`src/rtl/or_rr_arbiter_pkg.sv`:
```
// Shared constants and helpers for the round-robin arbiter.
package or_rr_arbiter_pkg;

   // FSM state encodings
   localparam logic ST_IDLE  = 1'b0;
   localparam logic ST_GRANT = 1'b1;

   // Ceiling log2, used to size counters and to validate the grant index width
   function automatic int unsigned clog2(input int unsigned v);
      int unsigned r;
      r = 0;
      for (int unsigned i = 0; i < 32; i++) begin
         if ((32'd1 << i) < v) r = i + 1;
      end
      return r;
   endfunction

endpackage

```
`src/rtl/or_rr_arbiter_rr_pick.sv`:
```
// Combinational round-robin picker: rotate, fixed-priority encode, un-rotate.
module or_rr_arbiter_rr_pick #(
   parameter int unsigned N   = 4,
   parameter int unsigned IDW = 2
) (
   input  logic [N-1:0]   req_i,
   input  logic [IDW-1:0] last_i,
   output logic           any_o,
   output logic [IDW-1:0] pick_id_o,
   output logic [N-1:0]   pick_oh_o
);

   logic [N-1:0] rot;
   int unsigned  j_sel;
   int unsigned  idx;

   // Rotate so the requester just after 'last' sits at bit 0, take the lowest set bit, map back
   always_comb begin
      rot   = '0;
      j_sel = 0;
      for (int i = 0; i < N; i++) begin
         rot[i] = req_i[IDW'((i + int'(last_i) + 1) % N)];
      end
      for (int i = N - 1; i >= 0; i--) begin
         if (rot[i]) j_sel = i;
      end
      idx       = (j_sel + int'(last_i) + 1) % N;
      any_o     = |req_i;
      pick_id_o = IDW'(idx);
      pick_oh_o = '0;
      if (any_o) pick_oh_o[IDW'(idx)] = 1'b1;
   end

endmodule

```
`src/rtl/or_rr_arbiter.sv`:
```
// Round-robin arbiter: one owner at a time, hold-timeout release, one idle cycle between grants.
module or_rr_arbiter
   import or_rr_arbiter_pkg::*;
#(
   parameter int unsigned N        = 4,
   parameter int unsigned MAX_HOLD = 8,
   parameter int unsigned IDW      = 2
) (
   input  logic           clk,
   input  logic           rst_n,
   input  logic [N-1:0]   req,
   output logic [N-1:0]   gnt,
   output logic           gnt_valid,
   output logic [IDW-1:0] gnt_id,
   output logic           timeout
);

   localparam int unsigned HCW         = (MAX_HOLD > 1) ? clog2(MAX_HOLD) : 1;
   localparam int unsigned HOLD_LAST   = (MAX_HOLD == 0) ? 0 : MAX_HOLD - 1;
   localparam logic [HCW-1:0] HOLD_LAST_C = HCW'(HOLD_LAST);
   localparam logic        LIMITED     = (MAX_HOLD != 0);

   // Reject a grant index width that does not match the requester count
   if (IDW != clog2(N)) begin : g_bad_idw
      $error("or_rr_arbiter: IDW must equal clog2(N)");
   end

   logic           state_q, state_d;
   logic [N-1:0]   gnt_q, gnt_d;
   logic           gnt_valid_q, gnt_valid_d;
   logic [IDW-1:0] gnt_id_q, gnt_id_d;
   logic           timeout_q, timeout_d;
   logic [HCW-1:0] hold_cnt_q, hold_cnt_d;
   logic [IDW-1:0] last_q, last_d;

   logic           any;
   logic [IDW-1:0] pick_id;
   logic [N-1:0]   pick_oh;
   logic           owner_req;
   logic           hold_hit;

   or_rr_arbiter_rr_pick #(.N(N), .IDW(IDW)) u_pick (
      .req_i     (req),
      .last_i    (last_q),
      .any_o     (any),
      .pick_id_o (pick_id),
      .pick_oh_o (pick_oh)
   );

   // Next-state and output decode for the IDLE/GRANT machine
   always_comb begin
      state_d     = state_q;
      gnt_d       = gnt_q;
      gnt_valid_d = gnt_valid_q;
      gnt_id_d    = gnt_id_q;
      timeout_d   = 1'b0;
      hold_cnt_d  = hold_cnt_q;
      last_d      = last_q;
      owner_req   = req[gnt_id_q];
      hold_hit    = LIMITED && (hold_cnt_q == HOLD_LAST_C);

      if (state_q == ST_IDLE) begin
         if (any) begin
            gnt_d       = pick_oh;
            gnt_valid_d = 1'b1;
            gnt_id_d    = pick_id;
            hold_cnt_d  = '0;
            state_d     = ST_GRANT;
         end
      end else begin
         if (!owner_req || hold_hit) begin
            // Timeout is flagged only when the owner still wanted the resource
            gnt_d       = '0;
            gnt_valid_d = 1'b0;
            last_d      = gnt_id_q;
            timeout_d   = owner_req;
            state_d     = ST_IDLE;
         end else if (hold_cnt_q != HOLD_LAST_C) begin
            hold_cnt_d  = hold_cnt_q + HCW'(1);
         end
      end
   end

   // State and output registers; reset gives requester 0 first priority
   always_ff @(posedge clk or negedge rst_n) begin
      if (!rst_n) begin
         state_q     <= ST_IDLE;
         gnt_q       <= '0;
         gnt_valid_q <= 1'b0;
         gnt_id_q    <= '0;
         timeout_q   <= 1'b0;
         hold_cnt_q  <= '0;
         last_q      <= IDW'(N - 1);
      end else begin
         state_q     <= state_d;
         gnt_q       <= gnt_d;
         gnt_valid_q <= gnt_valid_d;
         gnt_id_q    <= gnt_id_d;
         timeout_q   <= timeout_d;
         hold_cnt_q  <= hold_cnt_d;
         last_q      <= last_d;
      end
   end

   assign gnt       = gnt_q;
   assign gnt_valid = gnt_valid_q;
   assign gnt_id    = gnt_id_q;
   assign timeout   = timeout_q;

   // Requests must never carry X/Z while out of reset
   req_known_a: assert property (@(posedge clk) disable iff (!rst_n) !$isunknown(req));

endmodule

```
`config.mk`:
```
export PLATFORM = sky130hd
export DESIGN_NAME = or_rr_arbiter
export DESIGN_NICKNAME = d
export VERILOG_FILES = /design/src/rtl/or_rr_arbiter_pkg.sv /design/src/rtl/or_rr_arbiter_rr_pick.sv /design/src/rtl/or_rr_arbiter.sv
export SDC_FILE = /design/constraint.sdc
export NUM_CORES = 1
export LEC_CHECK = 0
export ABC_AREA = 1
export CORE_AREA = 3 3 57 43
export CTS_CLUSTER_SIZE = 30
export DETAILED_ROUTE_END_ITERATION = 8
export DIE_AREA = 0 0 60 46
export GPL_TIMING_DRIVEN = 0
export PLACE_DENSITY = 0.68
export REMOVE_ABC_BUFFERS = 1
export SLEW_MARGIN = 30
export SYNTH_ARGS = -nofsm -noshare
export SYNTH_HDL_FRONTEND = slang
export SYNTH_SLANG_ARGS = --single-unit
```
`constraint.sdc`:
```
create_clock -name clk -period 2.1 [get_ports clk]
set_clock_uncertainty 0.15 [all_clocks]
set_input_delay 0.42 -clock clk [delete_from_list [all_inputs] [get_ports clk]]
set_output_delay 0.42 -clock clk [all_outputs]
set_load 0.01 [all_outputs]
```
Word-level counts from Yosys, hierarchy flattened --
Index checks and enable logic that the tools add are counted.
Storage, ports and cells: logic and storage cells 69, output and inout bits 8, register bits 14, input bits 6
Operators by class: bitwise gates (word level) 1, reductions and logical operators 9, muxes and demuxes 31, equal/unequal tests 5, add/sub/neg operators 9, order comparisons 7
Operators with widths (number):
- 2-bit by 3-bit less-than comparator with 1-bit output (second input constant) | 6
- 1-bit two-way mux | 14
- 3-bit two-way mux | 4
- 4-bit two-way mux | 3
- 1-bit binary-select mux with 2-bit select | 5
- 2-bit by 1-bit adder with 2-bit output (second input constant) | 4
- 2-bit two-way mux | 4
- 2-bit AND reduction | 3
- 2-bit adder (first input constant) | 2
- 2-bit by 1-bit inequality test with 1-bit output (second input constant) | 2
- 4-bit OR reduction | 1
- 3-bit by 1-bit adder with 3-bit output (second input constant) | 1
- 3-bit == test (second input constant) | 1
- 3-bit inequality test (second input constant) | 1
- 3-bit AND reduction | 1
- 1-bit by 2-bit adder with 2-bit output (first input constant) | 1
- 2-bit adder | 1
- 1-bit demux with 2-bit select | 1
- 2-bit by 1-bit >= comparator with 1-bit output (second input constant) | 1
- 2-bit inequality test (second input constant) | 1
- 2-bit nonzero test | 1
- 1-bit logical AND | 1
- 1-bit zero test | 1
- 1-bit logical OR | 1
- 1-bit inverter | 1

Longest topological paths before layout --
Gate-level depths: netlist of run 1.
word-level depth 16, depth in mapped cells 15, gate-level depth less buffers 14

Cells and area by module --
From an unflattened synthesis of run 1, not the netlist that was laid out.
Unflattened totals: cell total of the unflattened synthesis 137, area total of the unflattened synthesis 1019.7 µm²
Modules (own cells, without submodules):
- or_rr_arbiter | instances 1, cells each 71, area each 666.9 µm²
- or_rr_arbiter_rr_pick | instances 1, cells each 66, area each 352.8 µm²

Least setup slack after synthesis of run 1 --
Ideal clock, no wire load.
kind register to register, from register last_q[0], to register gnt_q[0], in the netlist gnt[0], arrival time 1.761 ns, stages on the path, launching flop included 16, clock period less this slack 2.028 ns, library setup time 0.116 ns, setup slack 0.072 ns, data required time 1.834 ns, cells stage by stage dfstp_2 -> buf_6 -> inv_8 -> nand2_1 -> nand2_1 -> nand2_1 -> nand2_1 -> a21oi_1 -> o21bai_1 -> ha_1 -> xor2_1 -> inv_1 -> nand3_2 -> nand2_2 -> nand2_1 -> nand2_1
On the way: cells in the longest elaborated chain, start to end 16
Ends and longest elaborated chain:
- from (decl) | line or_rr_arbiter.sv:34 | logic [IDW-1:0] last_q, last_d;
- from (signal assigned) | line or_rr_arbiter.sv:93 | last_q <= IDW'(N - 1);
- from (signal assigned) | line or_rr_arbiter.sv:101 | last_q <= last_d;
- 2-bit adder | line or_rr_arbiter_rr_pick.sv:22 | rot[i] = req_i[IDW'((i + int'(last_i) + 1) % N)];
- 2-bit by 1-bit adder with 2-bit output | line or_rr_arbiter_rr_pick.sv:22
- 1-bit binary-select mux with 2-bit select | line or_rr_arbiter_rr_pick.sv:22
- 1-bit two-way mux (not written as such) | line or_rr_arbiter_rr_pick.sv:22
- 2-bit two-way mux (4 in a row) | line or_rr_arbiter_rr_pick.sv:25 | if (rot[i]) j_sel = i;
- 2-bit adder (*) | line or_rr_arbiter_rr_pick.sv:27 | idx = (j_sel + int'(last_i) + 1) % N;
- 2-bit by 1-bit adder with 2-bit output (*) | line or_rr_arbiter_rr_pick.sv:27
- 2-bit by 3-bit less-than comparator with 1-bit output (not written as such) / 2-bit by 1-bit >= comparator with 1-bit output (equally long branches) | line or_rr_arbiter_rr_pick.sv:31 | if (any_o) pick_oh_o[IDW'(idx)] = 1'b1;
- 1-bit logical AND (not written as such) | line or_rr_arbiter_rr_pick.sv:31
- 1-bit two-way mux (not written as such) | line or_rr_arbiter_rr_pick.sv:31
- 1-bit demux with 2-bit select (*)
- 4-bit two-way mux (*) | line or_rr_arbiter.sv:63 | if (any) begin
- 4-bit two-way mux (*) | line or_rr_arbiter.sv:62 | if (state_q == ST_IDLE) begin
- to (signal assigned) | line or_rr_arbiter.sv:96 | gnt_q <= gnt_d;
- to (decl) | line or_rr_arbiter.sv:29 | logic [N-1:0] gnt_q, gnt_d;
Mark *: on every way between the ends. The rest lies on a longest branch, timed or not. The select of a mux whose other input is x is not followed. A chain may end at the register's enable or synchronous reset.

Worst setup path after layout of run 1 --
Ends and elaborated chain as after synthesis.

==> flow_summary.toml, run 1 <==
[power_and_ir_drop]
p_int_w = 0.00107
swShare = 0.474
p_clk_frac = 0.094
irDropWorstVdd_mv = 1.24
netSwitchingPower_w = 0.000963
power_density_nw_per_um2 = 1760
p_leak_nw = 0.632
p_total_w = 0.00203
p_seq_frac = 0.243
pwr-share-comb = 0.663

[synth]
synth_cell_type_count = 18
syn_area_per_cell_um2 = 6.92
synth.top_cells.by_count = "nand2_1, dfrtp_1, inv_1"
yosysSeqAreaShare = 0.402
yosysTopAreaCell = "dfrtp_1"
syn_area_um2 = 878
synth_ff_type = "dfrtp_1"
ys_ff_latch = 14
synth.area.top_cells = "dfrtp_1, nand2_1, dfstp_2"
yosysMostFrequentCell = "nand2_1"
syn_inst = 127
synth_edf_count = 0
synth_top_area_frac = 0.342
yosysWarningCount = 0
async_flop_share = 1.00

[placement]
io_buffers = 13
dp_hpwl_mm = 1.44
pre_cts_ws_ps = -425
gp_routability_congestion = 0.767

[worst_setup_path]
max_stage_delay_ps = 560
critPathSlowestCell = "dfstp_2"
crit_required_ps = 2130
criticalPathCategory = "flip-flop to flip-flop"
path_cells = "buf_12, inv_8, nand2_1, nand2_2, nand2_1, nand2_1, o21bai_1, ha_2, xor2_2, buf_4, nand2_4, nand2_2, nand2_1, nand2_1"
worstPathArrival_ps = 2200
crit_family = "flip-flops"
cpMostUsedCell = "nand2_1"
crit_path_end_kind = "flip-flop"
path_buf_inv = 3
cp-start-kind = "flip-flop"
cp_max_fo = 11

[global_route]
grt_pass1_vias = 766
antenna_found_initial = 0
met2_usage = 0.256
gr-usage-met1 = 0.214
overflow = 0
gr-max-usage-layer = "met2"
groute.usage.overall = 0.159
met3_usage = 0.0510
grt_max_degree = 15
grt_pass1_wl_mm = 3.29

[clock_network]
cts_buffers = 3
cts_sinks = 14
hold_buffers = 0
root_buffer = "clkbuf_4"
clockBufferDepth = 2
cts.clk_slew.worst_paths_ps = 90
cts_max_level = 1
clkLatencyLatePin_ps = 280
cts_tree = "built"

[finish]
syn_to_final_growth_pct = 31.2
finalNetCount = 159
drive_above_1_share = 0.257
n_antenna_cell = 0

[route]
first_pass_iters = 5
vias = 836
drtAntennaViolNets = 0
vias_per_cell = 4.92
finalWirelength_mm = 2.01
drc = 0
wl_per_cell_um = 11.8
drt_iter0_markers = 34

[run_status]
violations = "negative setup slack"
status = "finished, violations left"

[timing]
timing.final.ws_setup_ps = -73.4
timing_hold_violations_final = 0
slew_headroom = 0.574
tightest_slew_ps = 638
grt_setup_unrepaired = "yes"
slew_viol_final = 0
finalSetupViolations = 5
finalCritPeriodShare = 1.03
fmax_ghz = 0.460
min_period_ps = 2170

[floorplanning]
rows = 13
die_y_um = 46
fp.coreArea_um2 = 1890
die_w_um = 60
die_area_um2 = 2760
num_io_pins = 14
initial_utilization = 0.466

[flow_run]
drv_cap = 0

[hold_path]
hp-class = "flip-flop to flip-flop"
==> final timing paths <==
| path | end | slack [ps] | start | cells past startpoint |
|---|---|---|---|---|
| setup reg to reg | gnt[0] | -70 | last_q[0] | 14 |
| hold reg to reg | gnt[1] | 340 | gnt[1] | 2 |
| min in group asynchronous | gnt[3] | 380 | rst_n | 1 |
| hold / removal | gnt[1] | 340 | gnt[1] | 2 |
| max in group asynchronous | hold_cnt_q[2] | 1000 | rst_n | 1 |
| setup / recovery | gnt[0] | -70 | last_q[0] | 14 |
==> tightest hold or removal path, cell delays in order (launching register included) <==
cell	delay, ps
dfrtp_1	350
nand2_1	50
nand2_1	50
==> power by group through the flow <==
stage                     Clock (W)  Combinational, W  Sequential, W
after floorplan                   0          0.000750       0.000520
after global placement            0           0.00101       0.000516
after detailed placement          0           0.00104       0.000521
after CTS                  0.000199           0.00121       0.000490
after global routing       0.000205           0.00152       0.000508
final                      0.000191           0.00135       0.000494
==> registers in the layout, summed over array words and instances (netlist names) <==
| register | cells |
|---|---|
| state_q | 1 |
| timeout | 1 |
| last_q | 2 |
| hold_cnt_q | 3 |
| gnt_valid | 1 |
| gnt | 4 |
| gnt_id | 2 |
==> cell type report <==
| cell class | count | area, µm² |
|---|---|---|
| Inverter | 14 | 60.1 |
| Tap cell | 22 | 27.5 |
| Timing Repair Buffer | 18 | 173 |
| Multi-Input combinational cell | 98 | 503 |
| Fill cell | 174 | 734 |
| Clock buffer | 4 | 36.3 |
| Sequential cell | 14 | 353 |
==> metal layers <==
| metal | up-vias | part of all wire |
|---|---|---|
| met4 | 0 | 0.012 |
| met1 | 387 | 0.50 |
| met2 | 15 | 0.45 |
| li1 | 430 | - |
| met5 | - | 0 |
| met3 | 4 | 0.036 |
==> placed cells by master (no fill, tap or decap), types with 2 or more instances in the layout <==
cell              n
nand2_1          56
nand2_2          13
dfrtp_1          12
inv_1             9
clkdlybuf4s50_1   9
nand3_1           7
nor2_1            5
inv_2             4
dlygate4sd2_1     4
nor2_2            3
ha_1              3
clkbuf_4          3
buf_4             3
o21ai_0           2
dfstp_2           2
==> cell families after synthesis <==
| kind of cell | count (synthesis) | synth area share |
|---|---|---|
| buf+inv | 15 | 0.0812 |
| flops | 14 | 0.402 |
| simple gates | 88 | 0.419 |
| fa+ha+maj | 4 | 0.0570 |
| xor+xnor | 1 | 0.00997 |
| compound gates | 5 | 0.0313 |
==> repair_timing <==
| item | 4_1_cts | 5_1_grt |
|---|---|---|
| resized for setup | 7 | 14 |
| buffers inserted | 4 | 1 |
| setup endpoints to repair | 5 | 6 |
| pin swaps | 1 | 6 |
==> through the flow <==
stage / std cells / utilization / hold slack (ps) / setup TNS (ps) / instance area [µm²]
after global placement: 161 / 0.543 / 311 / -1990 / 1020
after detailed placement: 161 / 0.543 / 319 / -2230 / 1020
final: 170 / 0.611 / 337 / -285 / 1150
after global routing: 170 / 0.611 / 363 / -890 / 1150
after floorplan: 126 / - / -25.6 / 0 / 867
after CTS: 169 / 0.584 / 341 / -80.5 / 1100
Note: power is estimated with default switching activity, not from simulation.
==> run 2, diff against run 1 <==
--- a/config.mk
+++ b/config.mk
@@ -6,10 +6,10 @@
 export NUM_CORES = 1
 export LEC_CHECK = 0
 export ABC_AREA = 1
-export CORE_AREA = 3 3 57 43
+export CORE_AREA = 3 3 53 46
 export CTS_CLUSTER_SIZE = 30
 export DETAILED_ROUTE_END_ITERATION = 8
-export DIE_AREA = 0 0 60 46
+export DIE_AREA = 0 0 56 49
 export GPL_TIMING_DRIVEN = 0
 export PLACE_DENSITY = 0.68
 export REMOVE_ABC_BUFFERS = 1
==> run 2 against run 1 <==
Compared with the run above:
- the flow still finishes with violations (negative setup slack)
- non-clock buffer count increased by 6
- wire length increased by 3.6%
- worst hold slack got worse by 3.3 ps
- global-route usage decreased by 0.40 points
- critical path type unchanged
- highest routed layer unchanged
==> flow_summary.toml, run 2 (synthesis gave the netlist of run 1 again) <==
[run_status]
status = "finished, violations left"
violations = "negative setup slack"

[route]
highest_layer = "met4"
wl_met1_um = 890
drt_iter0_markers = 21
finalWirelength_mm = 2.08
wl_per_cell_um = 11.6
vias_per_cell = 4.80
dr_wl_met3_um = 28
first_pass_iters = 4
wl_met2_mm = 1.13
drtAntennaViolNets = 0
drc = 0
vias = 860

[floorplanning]
die_area_um2 = 2740
die_y_um = 49
rows = 14
die_w_um = 56
num_io_pins = 14
initial_utilization = 0.464
fp.coreArea_um2 = 1890

[flow_run]
drv_cap = 0

[power_and_ir_drop]
power_density_nw_per_um2 = 1840
irDropWorstVdd_mv = 0.955
p_leak_nw = 0.682

[clock_network]
cts_tree = "built"
cts_max_level = 1
cts_sinks = 14
cts.clk_slew.worst_paths_ps = 80
clockBufferDepth = 2
hold_buffers = 0
root_buffer = "clkbuf_4"
cts_buffers = 3
clkLatencyLatePin_ps = 270

[timing]
finalSetupViolations = 3
hold_slack_ps = 334
slew_headroom = 0.596
min_period_ps = 2140
fmax_ghz = 0.467
tightest_slew_ps = 604
timing.final.ws_setup_ps = -43.2
slew_viol_final = 0
finalCritPeriodShare = 1.02
grt_setup_unrepaired = "yes"
timing_hold_violations_final = 0

[worst_setup_path]
worstPathArrival_ps = 2160
cp-start-kind = "flip-flop"
reg2reg_depth = 15
criticalPathCategory = "flip-flop to flip-flop"
cp_max_fo = 6
path_cells = "buf_12, inv_8, nand2_4, nand2_2, nand2_2, nand2_2, a21oi_2, o21bai_4, ha_4, xor2_4, buf_6, nand2_4, nand2_2, nand2_1, nand2_1"
reg2reg_slack_ps = -40
timing.rr.start = "last_q[0]"
r2r-end = "gnt[0]"
critPathSlowestCell = "dfstp_2"
crit_path_end_kind = "flip-flop"
max_stage_delay_ps = 550
crit_required_ps = 2120
cpMostUsedCell = "nand2_2"

[placement]
pre_cts_ws_ps = -422
dp_hpwl_mm = 1.34
io_buffers = 13
gp_routability_congestion = 0.710

[finish]
largest_reg_flops = 4
finalNetCount = 166
layout_commonest_cell = "nand2_1"
layout_common_cells = "nand2_1, nand2_2, dfrtp_1"
multi_input_area_um2 = 573
n_antenna_cell = 0
drive_above_1_share = 0.368
syn_to_final_growth_pct = 46.0
nFillCells = 156
seq_area_um2 = 353

[hold_path]
min_from = "gnt[0]"
hold_end = "gnt[0]"
hp-class = "flip-flop to flip-flop"
holdPathStages = 2

[global_route]
antenna_found_initial = 0
overflow = 0
grt_pass1_wl_mm = 3.50
grt_pass1_vias = 845
grt_max_degree = 15
groute.usage.overall = 0.156
run 2: cell types whose count changed in the layout (fill, tap and decap cells not counted), sizes merged:
cell  delta
buf      +6
inv      +1
run 2: final cells by class:
cell class                 instances  area share
clock buffer                       4      0.0283
multi-input combinational         98       0.447
inverter                          14      0.0468
sequential                        14       0.275
timing repair buffer              24       0.173
tap                               24      0.0234
timing repair inverter             1     0.00683
run 2: routing by layer:
layer  vias to the layer above  track usage
li1                        448            -
met1                       398        0.184
met2                        10        0.274
met3                         4       0.0185
met4                         0       0.0791
met5                         -            0
run 2: worst max-delay path by stage:
| stage | start | endpoint | slack, ps | cells after the start |
|---|---|---|---|---|
| 2_1_floorplan | last_q[0] | gnt[0] | 70 | 14 |
| 3_3_place_gp | req[1] | gnt[0] | -380 | 15 |
| 3_5_place_dp | req[1] | gnt[0] | -420 | 15 |
| 4_1_cts | last_q[0] | gnt[1] | -20 | 14 |
| 5_1_grt | last_q[0] | gnt[0] | -160 | 13 |
| 6_report | last_q[0] | gnt[0] | -40 | 15 |
run 2: repair_timing:
| item | CTS | global route |
|---|---|---|
| pin swaps | 7 | 11 |
| resized for setup | 20 | 20 |
| buffers inserted | 11 | 0 |
| endpoints found under the setup margin | 5 | 6 |
| cloned | 1 | 0 |
run 2: metrics by stage:
step	total power [W]	utilization	instances	setup TNS, ps	cell area (µm²)
6_report	0.00236	0.678	179	-79.9	1280
5_1_grt	0.00259	0.678	179	-734	1280
3_3_place_gp	0.00152	0.543	163	-1950	1030
4_1_cts	0.00206	0.631	179	-47.8	1190
2_1_floorplan	0.00127	-	126	0	867
3_5_place_dp	0.00155	0.543	163	-2160	1030
run 2: power by group:
group | leakage (nW) | internal [W] | switching, W | total (W)
Sequential | 0.173 | 0.000396 | 0.0000819 | 0.000478
Clock | 0.0210 | 0.000105 | 0.0000805 | 0.000186
Combinational | 0.488 | 0.000762 | 0.000936 | 0.00170
run 2: worst max-delay path, delay by kind of cell, from the launching register on:
family / cells / cell delay [ps]
flops: 1 / 550
xor+xnor: 1 / 160
fa+ha+maj: 1 / 180
simple gates: 8 / 460
buf+inv: 3 / 290
compound gates: 2 / 240
==> variant 1 (flow settings as in run 2) <==
Register the output `timeout` once more; this adds one clock of latency there. The other outputs are not delayed to match. Comments in the files are not updated.
--- a/src/rtl/or_rr_arbiter.sv
+++ b/src/rtl/or_rr_arbiter.sv
@@ -107,3 +107,5 @@
    assign gnt_id    = gnt_id_q;
-   assign timeout   = timeout_q;
+   always_ff @(posedge clk) begin
+      timeout <= timeout_q;
+   end
 
Check against the original RTL: not equivalent (a bounded check fails within 10 cycles, from zero or initial values and one cycle with rst_n low).
==> variant 1 against run 2 <==
Sequential cell count up 1; sequential share of layout area rose by 0.57 points; worst setup slack lost 0.092 ns; clock power down 14%; cell area is 3.5% higher; first-iteration DRC count fell by 29%; synthesized area up 2.3%; largest power group unchanged; total power grew 1.8%; critical endpoint is now gnt[1]$_DFFE_PN0P_; the run still ends with setup timing left; worst hold slack worse by 0.14 ns; via count rose by 6.5%; combinational power grew 2%; routed wire length increased by 11%; critical path type unchanged.
==> variant 1: results (changes against run 2) <==
Critical path
The worst-case reg-to-reg path depth is 15 (unchanged). The reg-to-reg startpoint is last_q[0]$_DFFE_PN1P_. The worst reg2reg path endpoint is gnt[1]$_DFFE_PN0P_. The largest fanout on the critical path is 6 (unchanged). The signal arrival time at the worst endpoint was 2.26 ns (+0.10 ns).

In this design, the largest share of critical-path delay is due to flip-flops. Among all stages on the critical path, the largest delay is contributed by sky130_fd_sc_hd__dfstp_2. In this design, the stage delay of the slowest critical-path cell is 0.56 ns.

Min path
For hold timing, the worst endpoint is timeout$_DFF_P_. The count of cells along the worst hold path was 0 (-2). The start point of the worst min-delay path is timeout_q$_DFF_PN0_. The path class of the lowest-slack min-delay path is reg -> reg.

Pwr
The switching share of total power is 48.04% (+1.5 points). The static leakage was 0.0007078 uW (+3.8%). The peak supply drop came to 1.324 mV (+39%).

Timing
The setup slack after layout came to -0.1349 ns (-0.09166 ns). The slew at the pin with the worst max-slew slack is 0.6744 ns (+0.07060 ns). The worst hold margin came to 0.1916 ns (-0.1420 ns). The final-report setup violation count is 5 (+2).

Layout
The total inserted antenna cells is 0 (unchanged). The filler cell count in the final layout is 166 (+6.4%). The number of nets at the end of the flow is 170 (+2.4%). The number of flip-flops under the largest register name is 4 (unchanged). The fraction of final layout cells with drive strength greater than 1 is 38.99% (+2.2 points).

Global route
The global-route wire length before repair is 3.822 mm (+9.3%). The all-layer global routing usage is 17.56% (+2.0 points). The number of global-route vias before repair was 850 (+0.59%).

The number of antenna violations at the first check in global routing came to 0 (unchanged). The pin count of the biggest net entering global routing is 15 (unchanged).

Place
The cell area reported after detailed placement is 0.001047 mm^2 (+1.9%). The weighted congestion at the end of routability-driven global placement is 0.7384 (+4.0%). The number of port buffers was 13 (unchanged). The total half-perimeter wirelength after legalization and detailed placement was 1.365 mm (+2.2%).

Clock tree
The maximum level of the CTS H-tree is 1 (unchanged). CTS placed an instance of sky130_fd_sc_hd__clkbuf_4 at the clock tree root. The clock-pin slew of the registers on the worst-case setup and hold paths is 0.08 ns (about the same). The maximum clock path buffer count is 2 (unchanged). The number of buffers inserted during clock tree synthesis is 3 (unchanged). The insertion delay to the later sink of the worst-skew pair is 0.28 ns.

Synthesis
The commonest cells after synthesis are sky130_fd_sc_hd__nand2_1 (65), sky130_fd_sc_hd__dfrtp_1 (12), sky130_fd_sc_hd__inv_1 (10). In the synthesized netlist the dominant register cell turns out to be sky130_fd_sc_hd__dfrtp_1. The share of the yosys chip area belonging to registers is 41.50% (+1.3 points). The count of yosys warnings during synthesis is 0 (unchanged).

The count of cell types in the netlist is 19 (+1). Yosys attributes the largest share of cell area to sky130_fd_sc_hd__dfrtp_1 (33%), sky130_fd_sc_hd__nand2_1 (27%), sky130_fd_sc_hd__dfstp_2 (5.8%). The async set-reset flop share out of synthesis is 93.33% (-6.7 points).

Routing
The first-pass iteration count of the detailed router is 7 (+3). The routed wire length came to 2.316 mm (+11%). The number of vias in the routed layout is 916 (+6.5%). The detailed router's first-iteration violation count is 15 (-29%).

Outcome
The flow ran to the end, but the final reports show violations. The final reports fail on setup timing.
## variant 1: worst max-delay path by stage
stage          cells past startpoint                 end                   from
4_1_cts                           14  gnt[1]$_DFFE_PN0P_  last_q[0]$_DFFE_PN1P_
2_1_floorplan                     14  gnt[0]$_DFFE_PN0P_  last_q[0]$_DFFE_PN1P_
3_5_place_dp                      15  gnt[1]$_DFFE_PN0P_                 req[3]
5_1_grt                           15  gnt[1]$_DFFE_PN0P_  last_q[0]$_DFFE_PN1P_
3_3_place_gp                      15  gnt[0]$_DFFE_PN0P_                 req[1]
6_report                          15  gnt[1]$_DFFE_PN0P_  last_q[0]$_DFFE_PN1P_
## variant 1: final cells by class
| cell class | instances | area [um^2] | area share [%] |
|---|---|---|---|
| multi-input cells | 98 | 581.8 | 43.83 |
| flip-flops and latches | 15 | 372.9 | 28.09 |
| repair buffers | 27 | 242.7 | 18.28 |
| inverters | 14 | 65.06 | 4.901 |
| well taps | 24 | 30.03 | 2.262 |
| clock buffers | 4 | 26.28 | 1.979 |
| repair inverters | 1 | 8.758 | 0.6598 |
## variant 1: timing repair
| item | 4_1_cts | 5_1_grt |
|---|---|---|
| buffers inserted | 11 | 3 |
| pin swaps | 8 | 8 |
| endpoints found under the setup margin | 5 | 6 |
| gates cloned | 1 | 0 |
| hold buffers | 0 | 0 |
| resized for setup | 27 | 16 |
## variant 1: power groups by stage
stage               clock network, uW  registers, uW  logic, uW
finish                            160            505       1740
global route                      181            519       1940
CTS                               168            503       1430
detailed placement                  0            533       1040
global placement                    0            533       1010
floorplan                           0            540        750
## variant 1: metrics by stage
| stage | util, % | power [uW] | instances | worst slack [ns] | setup TNS [ns] |
|---|---|---|---|---|---|
| after detailed placement | 55.36 | 1571 | 164 | -0.3910 | -2.041 |
| after floorplan | - | 1290 | 127 | 0.06751 | 0 |
| after global routing | 70.17 | 2636 | 183 | -0.2553 | -1.245 |
| after global placement | 55.36 | 1544 | 164 | -0.3621 | -1.882 |
| final | 70.17 | 2404 | 183 | -0.1349 | -0.4990 |
| after CTS | 65.48 | 2106 | 180 | -0.03637 | -0.08323 |
## variant 1: logic make-up (layout without fill, tap and decap cells)
| logic type | count (synthesis) | after routing | synth area share [%] |
|---|---|---|---|
| simple gates | 88 | 88 | 40.95 |
| flops | 15 | 15 | 41.50 |
| fa+ha+maj | 4 | 4 | 5.571 |
| xor+xnor | 1 | 1 | 0.9751 |
| buf+inv | 15 | 46 | 7.939 |
| compound gates | 5 | 5 | 3.064 |
## variant 1: layer usage
metal  GRT usage, %  part of all wire [%]
met1          23.24                    45
met2          27.43                    50
met3          5.820                   4.1
met4          4.743                   1.1
met5              0                     0
==> variant 2 (config.mk and constraints of run 2) <==
Without the edit above. Make the reset (`rst_n`) synchronous in one clocked block.
--- a/src/rtl/or_rr_arbiter.sv
+++ b/src/rtl/or_rr_arbiter.sv
@@ -84,3 +84,3 @@
    // State and output registers; reset gives requester 0 first priority
-   always_ff @(posedge clk or negedge rst_n) begin
+   always_ff @(posedge clk) begin
       if (!rst_n) begin
Behaviour: differs if rst_n is asserted again (counterexample within 4 cycles, from zero or initial values and one cycle with rst_n low); with rst_n held inactive, the same outputs for 10 cycles.
==> variant 2 against run 2 <==
Routed wire length shrank 8.8%; utilization shrank 9.3 points; sequential share of layout area shrank 1.5 points; worst setup slack gained 0.13 ns; sequential cell count is the same; cell area shrank 14%; synthesized area shrank 4.4%; critical endpoint is now gnt[1]$_SDFFE_PN0P_; highest routed layer unchanged.
Power is not compared: it rests on default switching activity, and its combinational part moved more than twofold at a synthesized area within 25%.
==> variant 2: results (changes against run 2) <==
Global route
The number of global-route vias before repair was 703 (-17%). The global-route wire length before repair was 2.967 mm (-15%). The all-layer global routing usage is 13.39% (-2.2 points). The pin count of the biggest net entering global routing was 11 (-4).

Clock tree
The post-CTS setup-driven buffer insertion count is 1 (-10). The maximum clock path buffer count was 2 (unchanged). The number of gates given a new drive strength after cts is 9 (-55%).

Synthesis
The most used flip-flop cell after synthesis is sky130_fd_sc_hd__dfxtp_1. The average instance area after synthesis came to 6.663 um^2 (-3.7%). The share of the yosys chip area belonging to registers was 33.38% (-6.8 points). The count of cell types in the netlist is 19 (+1). The commonest cells after synthesis are sky130_fd_sc_hd__nand2_1 (45), sky130_fd_sc_hd__dfxtp_1 (14), sky130_fd_sc_hd__inv_1 (13).

Sorting the synthesized cells by area gives the leading types as sky130_fd_sc_hd__dfxtp_1 (33%), sky130_fd_sc_hd__nand2_1 (20%), sky130_fd_sc_hd__ha_1 (6.0%). The async set-reset flop share out of synthesis is 0% (-100 points).

Layout
The fraction of final layout cells with drive strength greater than 1 is 24.14% (-13 points). The number of nets at the end of the flow is 156 (-6.0%). The number of standard cells in the layout, taps in and fillers out is 169 (-5.6%). The filler cell count in the final layout is 184 (+18%).

Critical path
The capturing instance or port of the critical path is gnt[1]$_SDFFE_PN0P_. The slack of the worst reg-to-reg path was 0.09 ns (+0.13 ns). The worst-case reg-to-reg path depth came to 13 (-2).

The critical path starts at last_q[0]$_SDFFE_PN1P_. The largest fanout on the critical path was 6 (unchanged). The largest incremental delay on the critical path is 0.42 ns (-0.13 ns).

Among cell families on the critical path, the largest total delay comes from simple AND/OR/NAND/NOR gates. The signal arrival time at the worst endpoint is 2.08 ns (-0.08 ns). The largest individual stage delay along the critical path comes from the cell sky130_fd_sc_hd__dfxtp_4.

Timing
The clock period minus final worst setup slack is 2.012 ns (-0.1308 ns). The final-report setup violation count is 0 (-3). The headroom to the max-slew limit is 81.09% (+21 points). The worst hold margin is 0.3193 ns (-0.01437 ns).

Outcome
The run finished with clean final reports.

Min path
The start point of the worst min-delay path is hold_cnt_q[0]$_SDFFE_PN0P_. The count of cells along the worst hold path is 1 (-1).

Routing
The detailed router's first-iteration violation count was 34 (+62%). The first-pass iteration count of the detailed router is 4 (unchanged). The detailed-route wire length per cell is 11.22 um (-3.4%). The via density per instance is 5.089 (+5.9%).

Place
The cell area reported after detailed placement was 988.4 um^2 (-3.8%). The total half-perimeter wirelength after legalization and detailed placement was 1.350 mm (+1.0%). The weighted congestion at the end of routability-driven global placement came to 0.7288 (+2.6%).

Pwr
The peak supply drop is 0.6252 mV.
## variant 2: cell count changes after synthesis, moves of 2 or more
cell | before | now
sky130_fd_sc_hd__inv_1 | 10 | 13
sky130_fd_sc_hd__inv_2 | 3 | 1
sky130_fd_sc_hd__nand3_1 | 7 | 9
sky130_fd_sc_hd__dfrtp_1 | 12 | 0
sky130_fd_sc_hd__nor2_2 | 3 | 0
sky130_fd_sc_hd__dfstp_2 | 2 | 0
sky130_fd_sc_hd__nand2_1 | 65 | 45
sky130_fd_sc_hd__nand2_2 | 5 | 8
sky130_fd_sc_hd__dfxtp_1 | 0 | 14
sky130_fd_sc_hd__o211ai_1 | 0 | 2
sky130_fd_sc_hd__o21ai_0 | 2 | 5
sky130_fd_sc_hd__a21oi_1 | 2 | 9
## variant 2: cells by family (layout without fill, tap and decap cells)
family / after synthesis / after routing / synth area share (%)
AOI/OAI and AO/OA: 19 / 19 / 12.82
xor gates and xnor gates: 1 / 1 / 1.043
adders and majority gates: 4 / 4 / 5.961
buffers and inverters: 16 / 35 / 8.942
DFF: 14 / 14 / 33.38
and+or+nand+nor: 72 / 72 / 37.85
## variant 2: final cells by class
cell class | instances | area [um^2] | share of cell area (%)
multi-input cells | 96 | 535.5 | 48.36
clock buffers | 4 | 36.28 | 3.277
repair buffers | 16 | 153.9 | 13.90
flip-flops and latches | 14 | 287.8 | 25.99
inverters | 15 | 63.81 | 5.763
well taps | 24 | 30.03 | 2.712
## variant 2: report_power, final
group,switching [uW],internal (uW)
logic,291,226
registers,42.6,315
clock network,83.7,105
total,418,647
## variant 2: layer usage
metal	GRT usage [%]	vias up	part of all wire (%)
met4	2.372	0	0.26
met1	19.43	393	48
li1	-	440	-
met5	0	-	0
met2	18.87	25	45
met3	5.026	2	7.1
